[config.mk]
export PLATFORM = sky130hd
export DESIGN_NAME = cosim_reg_write_collector
export DESIGN_NICKNAME = d
export VERILOG_FILES = /design/src/rtl/cosim_reg_write_collector.sv
export SDC_FILE = /design/constraint.sdc
export NUM_CORES = 2
export LEC_CHECK = 0
export ABC_AREA = 1
export CAP_MARGIN = 20
export CELL_PAD_IN_SITES_DETAIL_PLACEMENT = 0
export CELL_PAD_IN_SITES_GLOBAL_PLACEMENT = 1
export CORE_MARGIN = 4
export CORE_UTILIZATION = 46
export DETAILED_ROUTE_END_ITERATION = 16
export PLACE_DENSITY = 0.82
export SETUP_SLACK_MARGIN = 0.4
export SKIP_CTS_REPAIR_TIMING = 1
export SYNTH_ARGS = -nofsm -noshare
export SYNTH_HDL_FRONTEND = slang
export SYNTH_SLANG_ARGS = --single-unit
[constraint.sdc]
create_clock -name clk_i -period 8.5 [get_ports clk_i]
set_clock_uncertainty 0.1 [all_clocks]
set_input_delay 1.7 -clock clk_i [delete_from_list [all_inputs] [get_ports clk_i]]
set_output_delay 1.7 -clock clk_i [all_outputs]
set_load 0.1 [all_outputs]
[src/rtl/cosim_reg_write_collector.sv]
// Collects per-instruction register-write records from the retire path and
// presents them one per cycle, with an end-of-instruction marker, to the co-sim comparator.
module cosim_reg_write_collector #(
   parameter int DEPTH          = 8,
   parameter int XREG_W         = 64,
   parameter int FREG_W         = 128,
   parameter int REG_KEY_ID_W   = 60,
   parameter int REG_KEY_TYPE_W = 4
) (
   input  logic                      clk_i,
   input  logic                      rst_i,
   input  logic                      wr_valid_i,
   output logic                      wr_ready_o,
   input  logic [REG_KEY_TYPE_W-1:0] wr_key_type_i,
   input  logic [REG_KEY_ID_W-1:0]   wr_key_id_i,
   input  logic [FREG_W-1:0]         wr_data_i,
   input  logic                      commit_valid_i,
   output logic                      commit_ready_o,
   output logic                      out_valid_o,
   input  logic                      out_ready_i,
   output logic [REG_KEY_TYPE_W-1:0] out_key_type_o,
   output logic [REG_KEY_ID_W-1:0]   out_key_id_o,
   output logic [FREG_W-1:0]         out_data_o,
   output logic                      out_last_o,
   output logic                      out_nowr_o,
   output logic [63:0]               retire_cnt_o,
   output logic                      err_o
);

   localparam int AW = $clog2(DEPTH);
   localparam int CW = AW + 1;

   typedef struct packed {
      logic [REG_KEY_TYPE_W-1:0] key_type;
      logic [REG_KEY_ID_W-1:0]   key_id;
      logic [FREG_W-1:0]         data;
      logic                      last;
      logic                      nowr;
   } entry_t;

   entry_t          mem_q [DEPTH];
   entry_t          pend_q, pend_d;
   logic            pend_valid_q, pend_valid_d;
   logic [AW-1:0]   rd_ptr_q, wr_ptr_q;
   logic [CW-1:0]   count_q;
   logic [63:0]     retire_cnt_q;
   logic            err_q, err_d;

   logic            ready, w_acc, c_acc, pop;
   logic            push0_v, push1_v;
   entry_t          push0, push1, w_entry, head;
   logic [1:0]      n_push;

   // Two free slots are required because one cycle can push both the pending and the new record.
   assign ready          = (count_q <= CW'(DEPTH - 2)) && !rst_i;
   assign wr_ready_o     = ready;
   assign commit_ready_o = ready;
   assign w_acc          = wr_valid_i && ready;
   assign c_acc          = commit_valid_i && ready;

   assign head        = mem_q[rd_ptr_q];
   assign out_valid_o = (count_q != '0);
   assign pop         = out_valid_o && out_ready_i;

   assign out_key_type_o = out_valid_o ? head.key_type : '0;
   assign out_key_id_o   = out_valid_o ? head.key_id   : '0;
   assign out_data_o     = out_valid_o ? head.data     : '0;
   assign out_last_o     = out_valid_o && head.last;
   assign out_nowr_o     = out_valid_o && head.nowr;
   assign retire_cnt_o   = retire_cnt_q;
   assign err_o          = err_q;

   // NOTE: every variable written here gets a default first, so no latch is inferred.
   always_comb begin
      w_entry          = '0;
      w_entry.key_type = wr_key_type_i;
      w_entry.key_id   = wr_key_id_i;
      w_entry.data     = wr_data_i;
      w_entry.last     = 1'b1;
      push0_v          = 1'b0;
      push1_v          = 1'b0;
      push0            = pend_q;
      push1            = w_entry;
      pend_d           = pend_q;
      pend_valid_d     = pend_valid_q;
      err_d            = err_q;

      if (w_acc && !c_acc) begin
         push0_v      = pend_valid_q;
         push0.last   = 1'b0;
         pend_d       = w_entry;
         pend_valid_d = 1'b1;
      end else if (w_acc && c_acc) begin
         if (pend_valid_q) begin
            push0_v    = 1'b1;
            push0.last = 1'b0;
            push1_v    = 1'b1;
         end else begin
            push0_v = 1'b1;
            push0   = w_entry;
         end
         pend_valid_d = 1'b0;
      end else if (c_acc) begin
         push0_v = 1'b1;
         if (pend_valid_q) begin
            push0.last = 1'b1;
         end else begin
            push0      = '0;
            push0.last = 1'b1;
            push0.nowr = 1'b1;
         end
         pend_valid_d = 1'b0;
      end

      if (w_acc) begin
         if (!(wr_key_type_i inside {REG_KEY_TYPE_W'(0), REG_KEY_TYPE_W'(1),
                                     REG_KEY_TYPE_W'(2), REG_KEY_TYPE_W'(4)}))
            err_d = 1'b1;
         if (wr_key_type_i == '0 &&
             (wr_data_i[FREG_W-1:XREG_W] != '0 || wr_key_id_i == '0))
            err_d = 1'b1;
      end
   end

   assign n_push = {1'b0, push0_v} + {1'b0, push1_v};

   // NOTE: storage is left unreset; the cleared occupancy counter already marks every slot invalid.
   always_ff @(posedge clk_i) begin
      if (push0_v) mem_q[wr_ptr_q] <= push0;
      if (push1_v) mem_q[wr_ptr_q + AW'(1)] <= push1;
   end

   // NOTE: sequential state uses non-blocking assignments only.
   always_ff @(posedge clk_i) begin
      if (rst_i) begin
         pend_q       <= '0;
         pend_valid_q <= 1'b0;
         rd_ptr_q     <= '0;
         wr_ptr_q     <= '0;
         count_q      <= '0;
         retire_cnt_q <= '0;
         err_q        <= 1'b0;
      end else begin
         pend_q       <= pend_d;
         pend_valid_q <= pend_valid_d;
         wr_ptr_q     <= wr_ptr_q + AW'(n_push);
         rd_ptr_q     <= rd_ptr_q + AW'(pop);
         count_q      <= count_q + CW'(n_push) - CW'(pop);
         if (pop && head.last) retire_cnt_q <= retire_cnt_q + 64'd1;
         err_q        <= err_d;
      end
   end

endmodule
==> results.sh <==
export IMPL_antenna_found_initial=51
export IMPL_yosys_top_cells_area="edfxtp_1, nand2_1, o21ai_0, dfxtp_1, nor2_1"
export IMPL_grt_pass1_wl_um=525000
export IMPL_drt_iter0_markers=10640
export IMPL_fp_dieArea_um2=212400
export IMPL_finalSetupViolCount=0
export IMPL_cts_tree="yes"
export IMPL_most_common_layout_cells="nand2_1, o21ai_0, edfxtp_1"
export IMPL_start_util_pct=46.44
export IMPL_drive_above_1_share_pct=4.342
export IMPL_ir_drop_mv=0.4167
export IMPL_yosysSeqAreaShare_pct=54.94
export IMPL_dpl_cell_area_um2=100000
export IMPL_p_leak_nw=41.76
export IMPL_max_cap_viol_count=0
export IMPL_endpoint_kind="output port"
export IMPL_syn_area_per_cell_um2=7.974
export IMPL_hold_viol_final=0
export IMPL_vias=85760
export IMPL_dp_hpwl_um=180500
export IMPL_whs_ns=0.3652
export IMPL_final_cell_count_no_fill=14530
export IMPL_grt_use_total_pct=32.95
export IMPL_avgRoutedWirePerCell_um=24.84
export IMPL_power_per_cell_area_nw_per_um2=300.4
export IMPL_rsz0062_at_grt="no"
export IMPL_row_count=165
export IMPL_synth_top_area_share_pct=48.89
export IMPL_cp_max_fo=54
export IMPL_status="complete, no violations"
export IMPL_place_congestion=0.8299
export IMPL_htreeDepth=4
export IMPL_die_h_um=460.9
export IMPL_cts_sinks=1821
export IMPL_final_nets=11860
export IMPL_routed_wl_um=360900
export IMPL_vias_per_cell=5.904
export IMPL_clock_path_buffers=3
export IMPL_fin_util_pct=52.37
export IMPL_fin_area_um2=106400
export IMPL_drc=0
export IMPL_fmax_ghz=0.1433
export IMPL_fp_coreArea_um2=203100
export IMPL_clkLatencyLatePin_ns=0.86
export IMPL_die_w_um=460.9
export IMPL_yosysUniqueCellTypes=37
export IMPL_grt_max_degree=200
export IMPL_layout_commonest_cell="nand2_1"
export IMPL_clk_pin_slew_ns=0.06
export IMPL_async_reset_ff_share_pct=0
export IMPL_tightest_slew_ns=1.174
export IMPL_first_pass_iters=6
export IMPL_cts_buffers=200
export IMPL_criticalPathCategory="reg2out"
export IMPL_ff2ff_setup_slack_ns=3.80
export IMPL_synth_area_leader_cell="edfxtp_1"
export IMPL_ioPinCount=459
export IMPL_worstPathRequired_ns=6.70
export IMPL_grt_pass1_vias=80300
export IMPL_synth_edf_count=1536
export IMPL_critPathArrivalTime_ns=5.18
export IMPL_synthCells=11830
export IMPL_syn2layout_area_growth_pct=12.75
export IMPL_cts_root_buf="clkbuf_16"
export IMPL_period_share_pct=82.08
export IMPL_syn_num_nets=12040
export IMPL_dp_cells=14120
export IMPL_relSlewSlack_pct=21.48
export IMPL_ant_nets=0
export IMPL_nFillCells=18730
export IMPL_io_buffers=458
export IMPL_fin_tns_setup_ns=0
export IMPL_slew_violations=0
export IMPL_syn_area_um2=94350
export IMPL_hold_path_class="reg2reg"
export IMPL_ys_warn_count=0
export IMPL_ys_flop_type="edfxtp_1"
export IMPL_critPathLaunchType="register"
export IMPL_min_period_ns=6.976
export IMPL_yosys_register_bits=1821
export IMPL_grt_overflow=0
[stage by stage]
stage	total power, mW	setup slack (ns)
after CTS	31.90	1.598
final	31.96	1.524
after floorplan	19.60	0.4143
after global routing	33.02	1.325
after detailed placement	23.49	2.519
after global placement	23.38	2.550
[sequential cells by signal, summed over array words and instances (netlist names)]
name and count:
mem_q 1552, pend_q 193, retire_cnt_o 64, count_q 4
rd_ptr_q 3, wr_ptr_q 3, err_o 1, pend_valid_q 1
[worst max-delay path, cell delays in order, from the launching register on]
cell and delay [ns]:
dfxtp_4 0.72, buf_4 0.78, buf_4 0.64, o21ai_0 0.19, o22ai_1 0.19, o21ai_0 0.10
a31oi_1 0.45, clkdlybuf4s50_1 1.23
[where the power goes]
part | switching, mW | total, mW | internal, mW
clock network | 3.72 | 8.51 | 4.79
registers | 0.158 | 10.1 | 9.97
logic | 10.5 | 13.3 | 2.83
total | 14.4 | 32.0 | 17.6
[cells in the mapped netlist, types with 2 or more instances]
cell type,instances
a21oi_1,250
a31oi_1,195
buf_1,107
buf_2,293
buf_4,18
clkbuf_1,551
clkinv_1,6
dfxtp_1,285
edfxtp_1,1536
fa_1,2
ha_1,13
inv_1,338
inv_2,16
nand2_1,4542
nand2_2,6
nand2_4,2
nand3_1,76
nand3_2,2
nand4_1,20
nor2_1,1374
nor2_2,2
nor3_1,26
nor3b_1,5
o211ai_1,4
o21a_1,11
o21ai_0,1627
o21ai_1,251
o21ai_2,54
o22ai_1,193
xnor2_1,11
xor2_1,10
[worst paths after layout]
path                             to                 startpoint  depth (start not counted)
max                 out_data_o[106]     rd_ptr_q[1]$_SDFF_PP0_                          7
min          pend_q[1]$_SDFFE_PP0P_     pend_q[1]$_SDFFE_PP0P_                          2
max reg2reg  mem_q[4][82]$_DFFE_PP_  pend_valid_q$_SDFFE_PP0P_                          8
min reg2reg  pend_q[1]$_SDFFE_PP0P_     pend_q[1]$_SDFFE_PP0P_                          2
[cells by family (layout without fill, tap and decap cells)]
logic type	count (synthesis)	count (layout)	share of synthesized area (%)
simple gates	6058	6058	24.38
xor+xnor	21	21	0.1949
compound gates	2588	2588	14.52
other cells	0	41	0
flops	1821	1821	54.94
fa+ha+maj	15	15	0.2148
buf+inv	1329	1311	5.748
[area by class of cell]
cell class,instances,area (um2),area share [%]
Clock inverter,74,556.8,0.5234
Timing Repair Buffer,581,6131,5.763
Clock buffer,296,5689,5.348
Tap cell,2672,3343,3.143
Multi-Input combinational cell,8682,37220,34.99
Inverter,360,1489,1.400
Antenna cell,41,102.6,0.09645
Sequential cell,1821,51840,48.73
[per-layer routing]
layer,up-vias,part of all wire [%],global-route usage [%]
li1,38910,-,-
met1,40780,38,43.16
met2,5107,46,52.75
met3,944,11,6.446
met4,24,5.0,15.55
met5,-,0.045,0
Power figures use the tool's default switching activity.
